<file path="src/rtl/sched_pkg.sv">
// Shared types and defaults for the process scheduler and its slot picker.
package sched_pkg;

  typedef enum logic [1:0] {
    S_OS     = 2'd0,
    S_SELECT = 2'd1,
    S_RUN    = 2'd2
  } state_t;

  localparam int NPROG_DEF     = 8;
  localparam int PROG_SIZE_DEF = 200;
  localparam int QW_DEF        = 32;
  localparam int SLOT_W        = $clog2(NPROG_DEF);

endpackage

</file>
<file path="src/rtl/rr_picker.sv">
// Combinational next-slot picker over the ready set; slot 0 (OS) is never chosen.
// SCHED_RR_EN selects round-robin search from start; otherwise lowest ready slot wins.
module rr_picker
  import sched_pkg::*;
#(
  parameter int NPROG = NPROG_DEF,
  parameter int IDW   = $clog2(NPROG)
) (
  input  logic [NPROG-1:0] ready_mask,
`ifdef SCHED_RR_EN
  input  logic [IDW-1:0]   start,
`endif
  output logic             found,
  output logic [IDW-1:0]   id
);

  logic [NPROG-1:0] user_mask;

  assign user_mask = ready_mask & ~{{(NPROG-1){1'b0}}, 1'b1};

`ifdef SCHED_RR_EN
  logic [IDW:0]   cand;
  logic [IDW-1:0] slot;

  // Walk slots start..NPROG-1 then 1..start-1, keeping the first hit.
  always_comb begin
    found = 1'b0;
    id    = '0;
    cand  = '0;
    slot  = '0;
    for (int k = 0; k < NPROG-1; k++) begin
      cand = {1'b0, start} + (IDW+1)'(k);
      if (cand >= (IDW+1)'(NPROG))
        cand = cand - (IDW+1)'(NPROG-1);
      slot = cand[IDW-1:0];
      if (!found && user_mask[slot]) begin
        found = 1'b1;
        id    = slot;
      end
    end
  end
`else
  // Scan downward so the lowest-numbered ready slot is written last.
  always_comb begin
    found = 1'b0;
    id    = '0;
    for (int k = NPROG-1; k >= 0; k--) begin
      if (user_mask[k]) begin
        found = 1'b1;
        id    = IDW'(k);
      end
    end
  end
`endif

endmodule

</file>
<file path="src/rtl/process_scheduler.sv">
// Time-slice scheduler: tracks ready slots, counts retirements against a quantum,
// preempts back to the OS and dispatches the next slot. SCHED_RR_EN enables round-robin.
module process_scheduler
  import sched_pkg::*;
#(
  parameter int NPROG     = NPROG_DEF,
  parameter int PROG_SIZE = PROG_SIZE_DEF,
  parameter int QW        = QW_DEF
) (
  input  logic                     clock,
  input  logic                     reset,
  input  logic                     stop,
  input  logic                     defquantum,
  input  logic [QW-1:0]            quantum_in,
  input  logic                     admit,
  input  logic [$clog2(NPROG)-1:0] admit_id,
  input  logic                     retire,
  input  logic                     endProgram,
  input  logic                     yield,
  output logic [$clog2(NPROG)-1:0] active,
  output logic [31:0]              base,
  output logic                     preempt,
  output logic                     dispatch,
  output logic [NPROG-1:0]         ready_mask,
  output logic                     idle
);

  localparam int IDW = $clog2(NPROG);

  state_t           state, state_n;
  logic [IDW-1:0]   active_n;
  logic [31:0]      base_n;
  logic [QW-1:0]    quantum;
  logic [QW-1:0]    count, count_n;
  logic             preempt_n, dispatch_n;
  logic [NPROG-1:0] mask_n;
  logic             end_clr;
  logic             expire;
  logic             pick_found;
  logic [IDW-1:0]   pick_id;

`ifdef SCHED_RR_EN
  logic [IDW-1:0]   last, last_n;
  logic [IDW-1:0]   start;

  assign start = (last == IDW'(NPROG-1)) ? IDW'(1) : last + IDW'(1);

  rr_picker #(.NPROG(NPROG), .IDW(IDW)) u_picker (
    .ready_mask (ready_mask),
    .start      (start),
    .found      (pick_found),
    .id         (pick_id)
  );
`else
  rr_picker #(.NPROG(NPROG), .IDW(IDW)) u_picker (
    .ready_mask (ready_mask),
    .found      (pick_found),
    .id         (pick_id)
  );
`endif

  // >= rather than == so a quantum lowered mid-slice expires on the next retire.
  assign expire = (quantum != '0) && (count >= quantum - QW'(1));
  assign idle   = (ready_mask == '0);

  always_comb begin
    state_n    = state;
    active_n   = active;
    base_n     = base;
    count_n    = count;
    preempt_n  = 1'b0;
    dispatch_n = 1'b0;
    end_clr    = 1'b0;
`ifdef SCHED_RR_EN
    last_n     = last;
`endif
    if (!stop) begin
      case (state)
        S_OS: begin
          if (yield && (ready_mask != '0))
            state_n = S_SELECT;
        end
        S_SELECT: begin
          if (pick_found) begin
            active_n   = pick_id;
            base_n     = 32'(PROG_SIZE) * 32'(pick_id);
            count_n    = '0;
            dispatch_n = 1'b1;
            state_n    = S_RUN;
          end else begin
            state_n    = S_OS;
          end
        end
        S_RUN: begin
          if (endProgram) begin
            end_clr   = 1'b1;
`ifdef SCHED_RR_EN
            last_n    = active;
`endif
            active_n  = '0;
            base_n    = '0;
            preempt_n = 1'b1;
            state_n   = S_OS;
          end else if (retire && expire) begin
`ifdef SCHED_RR_EN
            last_n    = active;
`endif
            active_n  = '0;
            base_n    = '0;
            preempt_n = 1'b1;
            state_n   = S_OS;
          end else if (retire && (count != '1)) begin
            count_n   = count + QW'(1);
          end
        end
        default: state_n = S_OS;
      endcase
    end
  end

  // Admit is applied after the endProgram clear so a same-slot admit wins.
  always_comb begin
    mask_n = ready_mask;
    if (end_clr)
      mask_n[active] = 1'b0;
    if (admit)
      mask_n[admit_id] = 1'b1;
    mask_n[0] = 1'b0;
  end

  always_ff @(posedge clock) begin
    if (reset) begin
      state      <= S_OS;
      active     <= '0;
      base       <= '0;
      quantum    <= '0;
      count      <= '0;
      preempt    <= 1'b0;
      dispatch   <= 1'b0;
      ready_mask <= '0;
`ifdef SCHED_RR_EN
      last       <= '0;
`endif
    end else begin
      state      <= state_n;
      active     <= active_n;
      base       <= base_n;
      count      <= count_n;
      preempt    <= preempt_n;
      dispatch   <= dispatch_n;
      ready_mask <= mask_n;
      if (defquantum)
        quantum  <= quantum_in;
`ifdef SCHED_RR_EN
      last       <= last_n;
`endif
    end
  end

endmodule

</file>
<file path="config.mk">
export PLATFORM = sky130hd
export DESIGN_NAME = process_scheduler
export DESIGN_NICKNAME = d
export VERILOG_FILES = /design/src/rtl/sched_pkg.sv /design/src/rtl/rr_picker.sv /design/src/rtl/process_scheduler.sv
export SDC_FILE = /design/constraint.sdc
export NUM_CORES = 1
export LEC_CHECK = 0
export ABC_AREA = 1
export ABC_CLOCK_PERIOD_IN_PS = 3050
export CAP_MARGIN = 5
export CORE_ASPECT_RATIO = 0.5
export CORE_MARGIN = 4
export CORE_UTILIZATION = 45
export CTS_BUF_LIST = sky130_fd_sc_hd__clkbuf_8
export DETAILED_ROUTE_END_ITERATION = 10
export GPL_ROUTABILITY_DRIVEN = 1
export MAX_ROUTING_LAYER = met4
export PLACE_DENSITY_LB_ADDON = 0.05
export SYNTH_ARGS = -nofsm -noshare
export SYNTH_HDL_FRONTEND = slang
export SYNTH_SLANG_ARGS = --single-unit
</file>
<file path="constraint.sdc">
create_clock -name clock -period 3.05 [get_ports clock]
set_input_delay 0.61 -clock clock [delete_from_list [all_inputs] [get_ports clock]]
set_output_delay 0.61 -clock clock [all_outputs]
set_load 0.02 [all_outputs]
</file>
Word-level counts from Yosys, hierarchy flattened
Cells that the tools add are included.
Widths: inputs -> output; s select.
{"block": "totals", "register_bits": 111, "latchBits": 0, "ram_bits": 0, "rom_bits": 0, "in_bits": 43, "out_inout_bits": 46, "word_cells": 92, "mem_count": 0}
{"block": "op_classes", "addsub": 2, "n_mul": 1, "div": 0, "n_lt_le_gt_ge": 5, "eq_ne": 9, "n_shift": 0, "muxes": 44, "bitwise_logic": 6, "reduce_logical": 16}
{"op": "$mux 32", "n": 7}
{"op": "$pmux 32 s2", "n": 2}
{"op": "$add 32x1->32 const B", "n": 1}
{"op": "$ge 32x32->1", "n": 1}
{"op": "$ne 32x32->1 const B", "n": 1}
{"op": "$reduce_bool 32->1", "n": 1}
{"op": "$sub 32x1->32 const B", "n": 1}
{"op": "$mux 3", "n": 10}
{"op": "$mux 8", "n": 2}
{"op": "$mux 1", "n": 15}
{"op": "$ne 2x2->1 const B", "n": 5}
{"op": "$and 8x8->8", "n": 1}
{"op": "$logic_not 8->1", "n": 1}
{"op": "$lt 3x4->1 const B", "n": 2}
{"op": "$mul 5x3->8 const A", "n": 1}
{"op": "$mux 2", "n": 4}
{"op": "$not 8->8", "n": 1}
{"op": "$or 8x8->8", "n": 1}
{"op": "$reduce_bool 8->1", "n": 1}
{"op": "$demux 1 s3", "n": 2}
{"op": "$ge 3x1->1 const B", "n": 2}
{"op": "$logic_and 1x1->1", "n": 6}
{"op": "$pmux 2 s3", "n": 1}
{"op": "$pmux 3 s2", "n": 1}
{"op": "other kinds (10)", "n": 13}

Longest topological paths before layout
Gate-level depths: netlist (run 1).
{"block": "logic_depth", "ltp_word": 10, "depth_mapped": 26, "ltp_nobuf": 25}

Modules after synthesis
A second synthesis (run 1) with hierarchy kept.
{"block": "hier_totals", "hier_cells": 868, "hier_area_um2": 5771.8}
{"mod": "process_scheduler", "instances": 1, "cells_per_inst": 848, "area_per_inst_um2": 5684.2, "seq_area_each_um2": 1641.6}
{"mod": "rr_picker", "instances": 1, "cells_per_inst": 20, "area_per_inst_um2": 87.6, "seq_area_each_um2": 0.0}

Least setup slack after synthesis (run 1)
OpenSTA, ideal clock, no wires.
{"block": "synth_timing", "path_type": "flip-flop to flip-flop", "startpoint": "register quantum[2]", "endpoint": "register count[10]", "setup_time_ns": 0.115, "arrival_time_ns": 2.842, "t_required_ns": 2.935, "path_slack_ns": 0.093, "path_stages_with_launch": 22, "synth_period_minus_slack_ns": 2.957, "cell_sequence": "dfxtp_1 nor2_1 nand2_1 nor4_4 nand3_1 nor4_1 nand2_1 nor2_1 xnor2_1 ha_1 a21oi_1 o21a_1 nand2_1 a21oi_1 nand2_1 nand2_1 nand3_2 nand2_4 buf_6 nand3_1 nand2_1 nor2_1"}
{"block": "synth_between", "elab_chain_cells": 6, "elab_cells_between_ends": 7, "cone_classes": "1 x add/sub; 1 x order compare; 1 x eq/ne; 4 x reduce/logical"}
{"item": "start: declaration", "line_no": "process_scheduler.sv:33", "source": "logic [QW-1:0] quantum;"}
{"item": "start signal: assignment", "line_no": "process_scheduler.sv:153", "source": "quantum <= quantum_in;"}
{"item": "$sub 32x1->32", "line_no": "process_scheduler.sv:63", "source": "assign expire = (quantum != '0) && (count >= quantum - QW'(1));"}
{"item": "$ge 32x32->1", "line_no": "process_scheduler.sv:63"}
{"item": "$logic_and 1x1->1 *", "line_no": "process_scheduler.sv:63"}
{"item": "$logic_and 1x1->1 *", "line_no": "process_scheduler.sv:104", "source": "end else if (retire && expire) begin"}
{"item": "$ne 2x2->1 (no line) *"}
{"item": "$reduce_and 6->1 (no line) *"}
{"item": "end signal: assignment", "line_no": "process_scheduler.sv:148", "source": "count <= count_n;"}
{"item": "end: declaration", "line_no": "process_scheduler.sv:34", "source": "logic [QW-1:0] count, count_n;"}
Every way passes the cells marked *; elsewhere a longest branch is shown, timed or not.
A chain may end at the register's enable or synchronous reset.

Worst setup path after layout (run 1)
{"block": "layout_timing", "startpoint": "register quantum[3]", "endpoint": "register count[21]"}
Same word-level chain as after synthesis.

==> results of run 1 <==
-- flip-flops by register name (all words and copies together) (netlist names) --
name,count
preempt,1
active,2
state,2
base,5
quantum,32
count,32
ready_mask,7
dispatch,1
-- power by group --
part / internal (mW) / total (mW) / switching, mW
Combinational: 0.588 / 1.28 / 0.693
Sequential: 1.18 / 1.35 / 0.170
Clock: 0.303 / 0.751 / 0.449
Total: 2.07 / 3.38 / 1.31
-- worst paths after layout --
check | endpoint | from | slack, ps
setup reg to reg | count[21] | quantum[3] | -50
hold reg to reg | base[9] | base[9] | 480
hold / removal | base[9] | base[9] | 480
setup / recovery | count[21] | quantum[3] | -50
-- layer usage --
| layer | share of wire | vias up | track usage | routed length (µm) |
|---|---|---|---|---|
| met1 | 0.51 | 2751 | 0.316 | 8550 |
| met3 | 0.076 | 15 | 0.0631 | 1280 |
| met5 | 0 | - | - | 0 |
| li1 | - | 3206 | - | - |
| met4 | 0.0099 | 0 | 0.0438 | 167 |
| met2 | 0.41 | 191 | 0.308 | 6860 |
-- worst min-delay path: cells and delay by family, from the launching register on --
family / cells / cell delay (ps)
flops: 1 / 320
simple gates: 1 / 60
compound gates: 1 / 50
-- repair_timing --
action | CTS | global route
cloned | 3 | 3
pin swaps | 6 | 15
gates resized for setup | 34 | 48
endpoints found under the setup margin | 42 | 42
setup buffers | 8 | 2
-- cells in the final DEF, fill, tap and decap left out, types with 10 or more instances in the layout --
cell type        synthesis  routed
nand2_1                179     168
nor2_1                 130     118
inv_1                   91      88
dfxtp_1                 82      77
nand3_1                 77      73
a21oi_1                 79      67
clkdlybuf4s50_1          0      63
buf_4                   29      61
o21ai_0                 44      41
ha_1                    42      41
conb_1                   1      25
nand4_1                 21      21
nor3_1                  22      19
xor2_1                  19      18
nor2_2                   6      13
a21oi_2                  0      12
or2_2                   10      10
-- kinds of logic after synthesis --
family | share of synthesized area
flops | 0.272
compound gates | 0.126
buf+inv | 0.123
fa+ha+maj | 0.0871
simple gates | 0.351
other cells | 0.000622
xor+xnor | 0.0407
-- stage by stage --
| step | power (mW) | std cells | area (µm²) |
|---|---|---|---|
| floorplan | 2.12 | 943 | 6120 |
| finish | 3.38 | 1206 | 7780 |
| global route | 3.64 | 1206 | 7780 |
| global placement | 2.43 | 1175 | 7080 |
| detailed placement | 2.46 | 1175 | 7080 |
| CTS | 3.33 | 1202 | 7550 |
-- cell type report --
type | instances | area, µm²
well taps | 170 | 213
flip-flops and latches | 82 | 1650
fillers | 1232 | 5100
inverters | 93 | 349
clock inverters | 7 | 55.1
multi-input cells | 707 | 4010
repair buffers | 138 | 1380
clock buffers | 9 | 124
==> key figures, run 1 <==
Routing
  • DRT Pass-1 Iters: 5
  • Detailed Route WL: 16.9 mm
  • Via/cell ratio: 5.11
  • Initial DRC count: 400
  • Routed WL per cell: about 14 µm
  • Routed Antenna Nets: 0
  • DRC: 0
  • DR vias: 6163

Setup path
  • Worst-path maximum fanout: 9
  • Startpoint types: register
  • CP delay by family, top: simple AND/OR/NAND/NOR gates
  • CP Capture Type: register
  • Slowest stage delay, CP: 380 ps
  • CP cell instances: buf_6 > nor2_4 > nand2_4 > nor2_4 > nand4_4 > nor2_4 > nand2_2 > buf_4 > xnor2_2 > inv_1 > ha_1 > nand2_1 > nor2_1 > nand4_1 > nor2_1 > nand2_1 > nand2_2 > nand2_2 > nand3_2 > nand2_4 > buf_12 > clkbuf_16 > a21oi_1 > nor2_1
  • Crit path kind: register to register
  • Stages on worst setup path: 24
  • WP data arrival: 3360 ps
  • Critical Path RT: 3310 ps
  • Buf+Inv Stages, Crit Path: 5
  • Slowest CP cell: dfxtp_4
  • R2R depth: 24

STA
  • Setup violators final: 28
  • Period Utilization, post-route: 1.02
  • Least-Margin Pin Slew: 523 ps
  • Final hold slack: 475 ps
  • Final WS setup: -48.0 ps
  • Post-layout minimum cycle time: 3100 ps
  • Max Fclk: 323 MHz
  • Fin Clk Skew: 13.2 ps
  • Slew margin rel.: 0.648
  • Final hold violation count: 0
  • Final TNS setup: -800 ps
  • Max-slew violations: 0
  • RSZ-0062 raised after global routing: true

Yosys
  • Synth cell types: 46
  • Yosys top cell area share: 0.272
  • Top-count cell post-synth: nand2_1
  • Post-synth top flop: dfxtp_1
  • Synthesized cell area: slightly above 0.006 mm²
  • Fraction of registers with async set/reset: 0
  • Sequential area share after synthesis: 0.272
  • Area contributors post-synth: dfxtp_1 27%, nand2_1 11%, ha_1 8.7%, nor2_1 8.1%, a21oi_1 6.6%
  • Area leader, netlist: dfxtp_1
  • Seq cells post-synth: 82
  • EDFF count, synth: 0
  • Mean Syn Cell Area: 6.56 µm²
  • Synth cell count leaders: 179 x nand2_1, 130 x nor2_1, 91 x inv_1, 82 x dfxtp_1, 79 x a21oi_1
  • Syn Inst Count: between 900 and 1000
  • Synth warnings: 0

Layout
  • Antenna diodes: 0
  • Layout area overhead: 29.0%
  • Core Util, Final: 0.604
  • Proportion of layout cells with a drive suffix above 1: 0.176
  • Nets@finish: 1116

Pwr
  • Pleak: 3.39 nW
  • Peak supply drop: around 240 µV
  • Power Dens Cells: 435 mW/mm²

GRT
  • Largest net degree at the start of global routing: 65
  • GRT overflow: 0
  • Vias in the first global route: 5632
  • Initial antenna violation count: 0
  • Global-route wire length before repair: 27.2 mm
  • GR Util All Layers: 0.220

Die
  • Ports: 89
  • Initial Util: 0.468
  • Die Height: about 90 µm
  • Die width: 172 µm
  • Die footprint: 0.0154 mm²
  • Std-Cell Rows: 29
  • Core region area: approximately 0.013 mm²

CTS
  • Clock sinks: between 80 and 90
  • CTS root buf: clkbuf_8
  • Latest clock arrival within the worst-skew pair: 370 ps
  • Hold-fix buffers, CTS: 0
  • H-tree depth: 3
  • Total CTS buffers: 9
  • CTS max path bufs: 2
  • Clk pin slew, worst setup/hold paths: roughly 90 ps
  • CTS tree: built

Run status
  • Failing checks: negative setup slack
  • Status: complete, but fails checks

Job
  • Max_cap viols: 0

Placement
  • Dpl hpwl: 12.2 mm
  • I/O Buffers: 63
  • GP Congestion: 0.888
  • Worst slack at placement: -223 ps

Hold path
  • Worst hold stages: 2
  • Worst hold path class: register to register
Note: power is estimated with default switching activity, not from simulation.
==> run 2, diff against run 1 <==
- CAP_MARGIN: 5 -> 20
- CORE_MARGIN: 4 -> not set
- CTS_CLUSTER_DIAMETER: not set -> 40
==> run 2 against run 1 <==
Sequential share of layout area down 0.23 points. Utilization up 0.72 points. Clock power up 8.5%. Clock skew up 1.2 ps. Design area up 1.2%. Via count up 0.92%. The flow finishes with violations (design-rule violations, negative setup slack). Highest routed layer unchanged.
==> key figures, run 2 (synthesis results as in run 1) <==
Run status
  • Status: complete, but fails checks (unchanged)
  • Failing checks: design-rule violations, negative setup slack (was negative setup slack)

Routing
  • Routed WL per cell: 13.9 µm (was 14.0 µm)
  • Via/cell ratio: 5.15 (was 5.11)
  • Routed Antenna Nets: 0 (unchanged)
  • DR vias: 6220 (was 6163)
  • Initial DRC count: 370 (was 400)
  • DRC: 12 (was 0)
  • Detailed Route WL: 16.8 mm (was 16.9 mm)
  • DRT Pass-1 Iters: 11 (was 5)

GRT
  • GR Util All Layers: 0.246 (was 0.220)
  • Initial antenna violation count: 0 (unchanged)
  • GRT overflow: 0 (unchanged)
  • Global-route wire length before repair: 26.8 mm (was 27.2 mm)
  • Vias in the first global route: 5512 (was 5632)
  • Largest net degree at the start of global routing: 65 (unchanged)

CTS
  • H-tree depth: 3 (unchanged)
  • Clk pin slew, worst setup/hold paths: 90 ps (about the same)
  • CTS tree: built (unchanged)
  • CTS root buf: clkbuf_8 (unchanged)
  • Total CTS buffers: 9 (unchanged)
  • Hold-fix buffers, CTS: 0 (unchanged)
  • Clock sinks: 82 (unchanged)
  • Latest clock arrival within the worst-skew pair: 370 ps (about the same)
  • CTS max path bufs: 2 (unchanged)

Die
  • Die Height: 83.9 µm (was 89.9 µm)
  • Die footprint: 0.0139 mm² (was 0.0154 mm²)
  • Core region area: 0.0129 mm² (unchanged)
  • Initial Util: 0.468 (unchanged)
  • Die width: 166 µm (was 172 µm)
  • Std-Cell Rows: 29 (unchanged)
  • Ports: 89 (unchanged)

Setup path
  • CP cell instances: nor2_2 > nand4_1 > nor3_4 > nand2_2 > nor2_4 > nand2_2 > xor2_1 > ha_1 > a21oi_1 > nor2_1 > nor2_1 > nand3_2 > a21oi_2 > nand2_1 > nand2_1 > nand3_2 > nand2_8 > buf_6 > buf_16 > a21oi_2 > nor2_1 (was buf_6 > nor2_4 > nand2_4 > nor2_4 > nand4_4 > nor2_4 > nand2_2 > buf_4 > xnor2_2 > inv_1 > ha_1 > nand2_1 > nor2_1 > nand4_1 > nor2_1 > nand2_1 > nand2_2 > nand2_2 > nand3_2 > nand2_4 > buf_12 > clkbuf_16 > a21oi_1 > nor2_1)
  • Reg2Reg Setup Slack: -220 ps (was -50 ps)
  • Slowest CP cell: dfxtp_2 (was dfxtp_4)
  • WP data arrival: 3560 ps (was 3360 ps)
  • Top cell by count, worst path: nor2_1
  • Worst Setup EP: count[14] (was count[21])
  • Buf+Inv Stages, Crit Path: 2 (was 5)
  • R2R depth: 21 (was 24)
  • Slowest stage delay, CP: 330 ps (was 380 ps)
  • Critical Path RT: 3350 ps (was 3310 ps)
  • R2r startpoint: quantum[10] (was quantum[3])
  • Worst-path maximum fanout: 8 (was 9)
  • CP Capture Type: register (unchanged)
  • Stages on worst setup path: 21 (was 24)
  • Startpoint types: register (unchanged)
  • CP Launch Point: quantum[10] (was quantum[3])
  • R2r endpoint: count[14] (was count[21])
  • Crit path kind: register to register (unchanged)
  • CP delay by family, top: simple AND/OR/NAND/NOR gates (unchanged)

STA
  • Final TNS setup: -6900 ps (was -800 ps)
  • Final hold slack: 470 ps (was 475 ps)
  • Period Utilization, post-route: 1.07 (was 1.02)
  • Max-slew violations: 0 (unchanged)
  • Final WS setup: -218 ps (was -48.0 ps)
  • Max Fclk: 306 MHz (was 323 MHz)
  • Post-layout minimum cycle time: 3270 ps (was 3100 ps)
  • Final hold violation count: 0 (unchanged)
  • Slew margin rel.: 0.651 (was 0.648)
  • RSZ-0062 raised after global routing: true (unchanged)
  • Least-Margin Pin Slew: 519 ps (was 523 ps)
  • Setup violators final: 42 (was 28)
  • Fin Clk Skew: 14.4 ps (was 13.2 ps)

Layout
  • Nets@finish: 1117 (was 1116)
  • Proportion of layout cells with a drive suffix above 1: 0.193 (was 0.176)
  • Biggest regs: count x32, quantum x32, ready_mask x7 (unchanged)
  • Finished Layout Cells: 1207 (was 1206)
  • Fill cell count: 1214 (was 1232)
  • Commonest non-fill, non-tap cell in the layout: nand2_1 (unchanged)
  • Layout area overhead: 30.6% (was 29.0%)
  • Antenna diodes: 0 (unchanged)
  • Finished Cell Area: 0.00788 mm² (was 0.00778 mm²)
  • Most frequent cells in the layout: 165 x nand2_1, 119 x nor2_1, 88 x inv_1 (was 168 x nand2_1, 118 x nor2_1, 88 x inv_1)

Pwr
  • Gate power share: 0.381 (was 0.379)
  • Internal Power: 2.17 mW (was 2.07 mW)
  • Psw: 1.34 mW (was 1.31 mW)
  • Pleak: 3.39 nW (about the same)
  • Peak supply drop: 208 µV (was 245 µV)
  • Power share of the clock group: 0.232 (was 0.222)
  • Sw frac: 0.382 (was 0.388)
  • Sequential Power Share: 0.386 (was 0.399)
  • Power Dens Cells: 446 mW/mm² (was 435 mW/mm²)

Hold path
  • Worst hold path class: register to register (unchanged)

Placement
  • GP Congestion: 0.922 (was 0.888)
  • Dpl hpwl: 11.9 mm (was 12.2 mm)
  • Inst Count DP: 1171 (was 1175)
  • Cell Area, Placed: 0.00703 mm² (was 0.00708 mm²)
  • I/O Buffers: 63 (unchanged)

Job
  • Max_cap viols: 0 (unchanged)
run 2: metal layers:
layer	share of wire	wire [µm]	GRT usage	vias to the layer above
met1	0.50	8430	0.335	2797
met2	0.41	6980	0.369	201
li1	-	-	-	3207
met5	0	0	-	-
met3	0.076	1280	0.0621	15
met4	0.0087	146	0.0484	0
run 2: how the worst min path moves through the flow:
stage / start / end / cells after the start
6_report: base[7] / base[7] / 2
5_1_grt: base[7] / base[7] / 2
4_1_cts: base[7] / base[7] / 2
3_5_place_dp: base[9] / base[9] / 2
3_3_place_gp: base[10] / base[10] / 2
2_1_floorplan: quantum[1] / quantum[1] / 2
run 2: repair_timing:
action,4_1_cts,5_1_grt
resized for setup,46,58
gates cloned,2,3
endpoints found under the setup margin,42,42
pin swaps,11,29
buffers inserted,11,5
run 2: final cells by class:
type	instances	area (µm²)	area share
clock buffer	9	124	0.0157
multi-input combinational	707	4130	0.525
inverter	93	349	0.0443
tap	170	213	0.0270
sequential	82	1650	0.210
clock inverter	7	68.8	0.00874
timing repair buffer	139	1340	0.170
run 2: tightest hold or removal path: stages, from the launching register on:
cell and delay (ps):
dfxtp_1 330, nand2_2 60, a21oi_2 40
run 2: per-stage QoR:
| stage | power [mW] | setup slack (ps) | utilization |
|---|---|---|---|
| after CTS | 3.36 | -66.1 | 0.585 |
| final | 3.51 | -218 | 0.611 |
| after global routing | 3.74 | -467 | 0.611 |
| after floorplan | 2.12 | 93.0 | - |
| after global placement | 2.43 | -205 | 0.546 |
| after detailed placement | 2.46 | -218 | 0.546 |
run 2: power by group through the flow:
stage	sequential [mW]	combinational (mW)	clock, mW
floorplan	1.32	0.802	0
CTS	1.34	1.18	0.837
finish	1.36	1.34	0.815
global route	1.37	1.49	0.879
detailed placement	1.36	1.09	0
global placement	1.36	1.07	0
==> run 3, diff against run 2 <==
- SETUP_SLACK_MARGIN: not set -> 0.1
==> run 3 against run 2 <==
Clock skew decreased by 0.66 ps. First-iteration DRC count increased by 14%. Design area decreased by 1.5%. Via count decreased by 1.5%. Die area unchanged. Clock power increased by 12%. The flow still finishes with violations (design-rule violations, negative setup slack). Power increased by 1.2%. Global-route usage decreased by 0.69 points. Largest cell class unchanged. Critical path depth increased by 4.
==> key figures, run 3 (synthesis results as in run 1) <==
Run status
  • Status: complete, but fails checks (unchanged)
  • Failing checks: design-rule violations, negative setup slack (unchanged)

Layout
  • Commonest non-fill, non-tap cell in the layout: nand2_1 (unchanged)
  • Most frequent cells in the layout: 163 x nand2_1, 119 x nor2_1, 89 x inv_1 (was 165 x nand2_1, 119 x nor2_1, 88 x inv_1)
  • Antenna diodes: 0 (unchanged)
  • Proportion of layout cells with a drive suffix above 1: 0.169 (was 0.193)
  • Core Util, Final: 0.603 (was 0.611)
  • Layout area overhead: 28.7% (was 30.6%)
  • Nets@finish: 1102 (was 1117)
  • Biggest regs: count x32, quantum x32, ready_mask x7 (unchanged)

Routing
  • Detailed Route WL: 16.6 mm (was 16.8 mm)
  • Routed WL per cell: 13.9 µm (about the same)
  • Via/cell ratio: 5.14 (was 5.15)
  • DR vias: 6128 (was 6220)
  • DRT Pass-1 Iters: 8 (was 11)
  • Routed Antenna Nets: 0 (unchanged)
  • DRC: 11 (was 12)
  • Initial DRC count: 421 (was 370)

STA
  • Post-layout minimum cycle time: 3080 ps (was 3270 ps)
  • Max-slew violations: 0 (unchanged)
  • Setup violators final: 21 (was 42)
  • Final hold violation count: 0 (unchanged)
  • Period Utilization, post-route: 1.01 (was 1.07)
  • Max Fclk: 325 MHz (was 306 MHz)
  • Slew margin rel.: 0.663 (was 0.651)
  • Final WS setup: -29.3 ps (was -218 ps)
  • Final hold slack: 472 ps (was 470 ps)
  • RSZ-0062 raised after global routing: true (unchanged)
  • Least-Margin Pin Slew: 505 ps (was 519 ps)
  • Fin Clk Skew: 13.8 ps (was 14.4 ps)

Job
  • Max_cap viols: 0 (unchanged)

Setup path
  • Startpoint types: register (unchanged)
  • Buf+Inv Stages, Crit Path: 5 (was 2)
  • Worst-path maximum fanout: 7 (was 8)
  • WP data arrival: 3340 ps (was 3560 ps)
  • R2R depth: 25 (was 21)
  • Slowest stage delay, CP: 350 ps (was 330 ps)
  • Crit path kind: register to register (unchanged)
  • CP delay by family, top: simple AND/OR/NAND/NOR gates (unchanged)
  • Reg2Reg Setup Slack: -30 ps (was -220 ps)
  • Slowest CP cell: dfxtp_2 (unchanged)
  • R2r startpoint: quantum[3] (was quantum[10])
  • Top cell by count, worst path: nand2_1 (was nor2_1)
  • CP Capture Type: register (unchanged)
  • R2r endpoint: count[31] (was count[14])
  • Critical Path RT: 3310 ps (was 3350 ps)

Die
  • Core region area: 0.0129 mm² (unchanged)
  • Std-Cell Rows: 29 (unchanged)
  • Die width: 166 µm (unchanged)
  • Initial Util: 0.468 (unchanged)
  • Ports: 89 (unchanged)
  • Die Height: 83.9 µm (unchanged)
  • Die footprint: 0.0139 mm² (unchanged)

CTS
  • CTS max path bufs: 2 (unchanged)
  • CTS root buf: clkbuf_8 (unchanged)
  • Clock sinks: 82 (unchanged)
  • Clk pin slew, worst setup/hold paths: 90 ps (about the same)
  • Total CTS buffers: 9 (unchanged)
  • H-tree depth: 3 (unchanged)
  • Latest clock arrival within the worst-skew pair: 380 ps (was 370 ps)
  • CTS tree: built (unchanged)

Placement
  • GP Congestion: 0.936 (was 0.922)
  • I/O Buffers: 63 (unchanged)
  • Dpl hpwl: 11.8 mm (was 11.9 mm)
  • Worst slack at placement: -139 ps (was -218 ps)

GRT
  • Vias in the first global route: 5411 (was 5512)
  • Initial antenna violation count: 0 (unchanged)
  • Global-route wire length before repair: 26.0 mm (was 26.8 mm)
  • Largest net degree at the start of global routing: 65 (unchanged)
  • GRT overflow: 0 (unchanged)
  • GR Util All Layers: 0.239 (was 0.246)

Pwr
  • Peak supply drop: 248 µV (was 208 µV)
  • Pleak: 3.32 nW (was 3.39 nW)
  • Total power: 3.55 mW (was 3.51 mW)
  • Power Dens Cells: 458 mW/mm² (was 446 mW/mm²)

Hold path
  • Worst hold stages: 2 (unchanged)
  • Hold Path Origin: base[10] (was base[7])
  • Worst hold path class: register to register (unchanged)
  • Hold endpoint: base[10] (was base[7])
run 3: layout make-up:
type,instances,area [µm²]
clock inverters,6,88.8
multi-input cells,708,4090
clock buffers,10,138
well taps,170,213
repair buffers,123,1230
flip-flops and latches,82,1650
fillers,1203,5120
inverters,93,349
run 3: per-stage QoR:
stage | TNS, ps | std cells | area [µm²]
finish | -210 | 1192 | 7760
global route | -9920 | 1192 | 7760
CTS | -708 | 1184 | 7340
detailed placement | -2890 | 1163 | 6980
global placement | -2450 | 1163 | 6980
floorplan | 0 | 943 | 6130
run 3: tightest hold or removal path: stages (launching register included):
cell and delay, ps:
dfxtp_1 330, nand2_2 70, a21oi_2 40
run 3: repair_timing:
action / CTS / global route
buffers inserted: 5 / 1
endpoints found under the setup margin: 41 / 42
cloned: 0 / 7
gates resized for setup: 26 / 66
hold buffers: 0 / 0
pin swaps: 4 / 28
run 3: where the power goes:
group          switching, mW  internal [mW]  leakage [nW]
sequential             0.177           1.18         0.674
combinational          0.713          0.570          2.53
clock                  0.426          0.485         0.114
total                   1.32           2.24          3.32
run 3: how the worst max path moves through the flow:
| stage | cells past startpoint | start | slack (ps) | end |
|---|---|---|---|---|
| final | 25 | quantum[3] | -30 | count[31] |
| after global routing | 26 | quantum[3] | -290 | count[18] |
| after CTS | 21 | quantum[4] | -40 | count[1] |
| after detailed placement | 19 | quantum[4] | -140 | active[0] |
| after global placement | 19 | quantum[0] | -130 | base[7] |
| after floorplan | 25 | quantum[0] | 170 | count[10] |
run 3: metal layers:
metal | global-route usage | wire [µm] | up-vias
li1 | - | - | 3173
met5 | - | 0 | -
met3 | 0.0560 | 1270 | 18
met4 | 0.0544 | 217 | 0
met2 | 0.349 | 6880 | 205
met1 | 0.334 | 8240 | 2732
==> RTL edit, RTL diff (settings of run 3) <==
The package constant `NPROG_DEF` goes from 8 to 4.
--- a/src/rtl/sched_pkg.sv
+++ b/src/rtl/sched_pkg.sv
@@ -7,7 +7,7 @@
     S_RUN    = 2'd2
   } state_t;
 
-  localparam int NPROG_DEF     = 8;
+  localparam int NPROG_DEF     = 4;
   localparam int PROG_SIZE_DEF = 200;
   localparam int QW_DEF        = 32;
   localparam int SLOT_W        = $clog2(NPROG_DEF);
Interface: changed (resized active, admit_id and ready_mask); port bits go from 89 to 83. The function was not compared with the original's and may differ.
==> RTL edit against run 3 <==
The run ends with negative setup slack left; design area down 5.9%; total power down 26%; sequential share of layout area down 0.37 points; synthesized area down 5.0%; non-clock buffer count down 2; setup slack worse by 0.087 ns; largest power group unchanged; utilization about the same; hold slack better by 0.0048 ns; routed wire length down 2.6%; sequential cell count down 6; critical endpoint is now count[3]$_SDFFE_PP0P_.
==> RTL edit: results (changes against run 3) <==
| Metric | Value |
|---|---|
| WL met2 | `6510 µm (-5.4%)` |
| Met3 Resource Use GR | `0.0596 (+0.00365)` |
| Post-cts sizing count | `27 (+3.8%)` |
| Tot GR Track Use | `0.251 (+0.0114)` |
| Status | `finished, violations left` |
| Global-route wire length before repair | `25100 µm (-3.8%)` |
| Critical Path Start | `quantum[1]$_SDFFE_PP0P_` |
| Final Skew | `0.0125 ns (-0.00125 ns)` |
| Vias in the first global route | `5056 (-6.6%)` |
| Combinational power | `671 µW (-48%)` |
| Vias | `5809 (-5.2%)` |
| DR WL met3 | `1260 µm (-0.24%)` |
| Hold WC Path Type | `register to register` |
| CP Capture Point | `count[3]$_SDFFE_PP0P_` |
| WP data arrival | `3.44 ns (+0.10 ns)` |
| Largest registers | `count x32, quantum x32, base x4` |
| 1st-iter DRT viols | `413 (-1.9%)` |
| Final nets | `1062 (-3.6%)` |
| Fin Setup TNS | `-2.55 ns (-2.34 ns)` |
| # setup viols final | `32 (+52%)` |
| Hold slack | `0.477 ns (+0.00482 ns)` |
| XOR/XNOR share of the synthesized area | `0.0428 (+0.00212)` |
| Share of cells above drive strength 1 | `0.178 (+0.00922)` |
| Adder-Cell Fraction of Synth Area | `0.0851 (-0.00200)` |
| Met1 WL | `8250 µm (about the same)` |
| Final WS setup | `-0.116 ns (-0.0866 ns)` |
| DP HPWL | `11600 µm (-1.9%)` |
| IO buf count | `55 (-13%)` |
| Cell count after synthesis | `882 (-4.0%)` |
| Met1 GRT Util | `0.348 (+0.0148)` |
| FF-to-FF setup slack | `-0.12 ns (-0.09 ns)` |
| Sequential logic power | `1.13 mW (-17%)` |
| Routability congestion estimate | `0.896 (-4.3%)` |
| Commonest cells post-synth | `nand2_1 (172), nor2_1 (143), nand3_1 (82), inv_1 (78), dfxtp_1 (76)` |
| Slew HR | `0.462 (-0.202)` |
| Worst reg-to-reg path cell count | `23 (-8.0%)` |
| Switch share | `0.336 (-0.0342)` |
| Crit-path max cell delay | `0.33 ns (-0.02 ns)` |
| Sequential-to-total area share from yosys stat | `0.265 (-0.00676)` |
| Unique masters post-synth | `44 (-4.3%)` |
| DRT Pass-1 Iters | `5 (-3)` |
| WHS Endpoint | `base[7]$_SDFFE_PP0P_` |
| HP Start | `base[7]$_SDFFE_PP0P_` |
| Final std cells w/o fill | `1151 (-3.4%)` |
| Switching pwr | `889 µW (-32%)` |
| Met2 GRT Util | `0.367 (+0.0186)` |
| Violated checks | `negative setup slack` |
| IR drop worst, VDD | `252 µV (+1.4%)` |
| Pre-CTS setup slack | `-0.111 ns (+0.0279 ns)` |
| Routed len/inst | `14.0 µm (+0.84%)` |
| Setup repair bufs after CTS | `9 (+4)` |
| Synth top area cells | `dfxtp_1 (27%), nand2_1 (11%), nor2_1 (9.4%)` |
-- RTL edit: changes by cell type after synthesis, sizes merged, moves of 4 or more --
| cell | run 3 | this run |
|---|---|---|
| or2 | 11 | 7 |
| a21oi | 79 | 70 |
| dfxtp | 82 | 76 |
| nor3 | 22 | 28 |
| nand3 | 79 | 86 |
| inv | 92 | 86 |
| nand4 | 23 | 12 |
| nand2 | 181 | 175 |
| nor4 | 12 | 5 |
| nor2 | 138 | 150 |
-- RTL edit: area by class of cell --
| class | count | area [µm²] |
|---|---|---|
| well taps | 165 | 206 |
| clock inverters | 6 | 71.3 |
| flip-flops and latches | 76 | 1530 |
| clock buffers | 10 | 138 |
| multi-input cells | 685 | 3840 |
| fillers | 1206 | 4820 |
| repair buffers | 121 | 1180 |
| inverters | 88 | 332 |
-- RTL edit: cells by family after synthesis --
family | count (synthesis)
AND/OR/NAND/NOR | 466
buffers and inverters | 148
AO/OA/AOI/OAI | 124
flip-flops | 76
adder cells (fa/ha/maj) | 39
XOR/XNOR | 28
other | 1
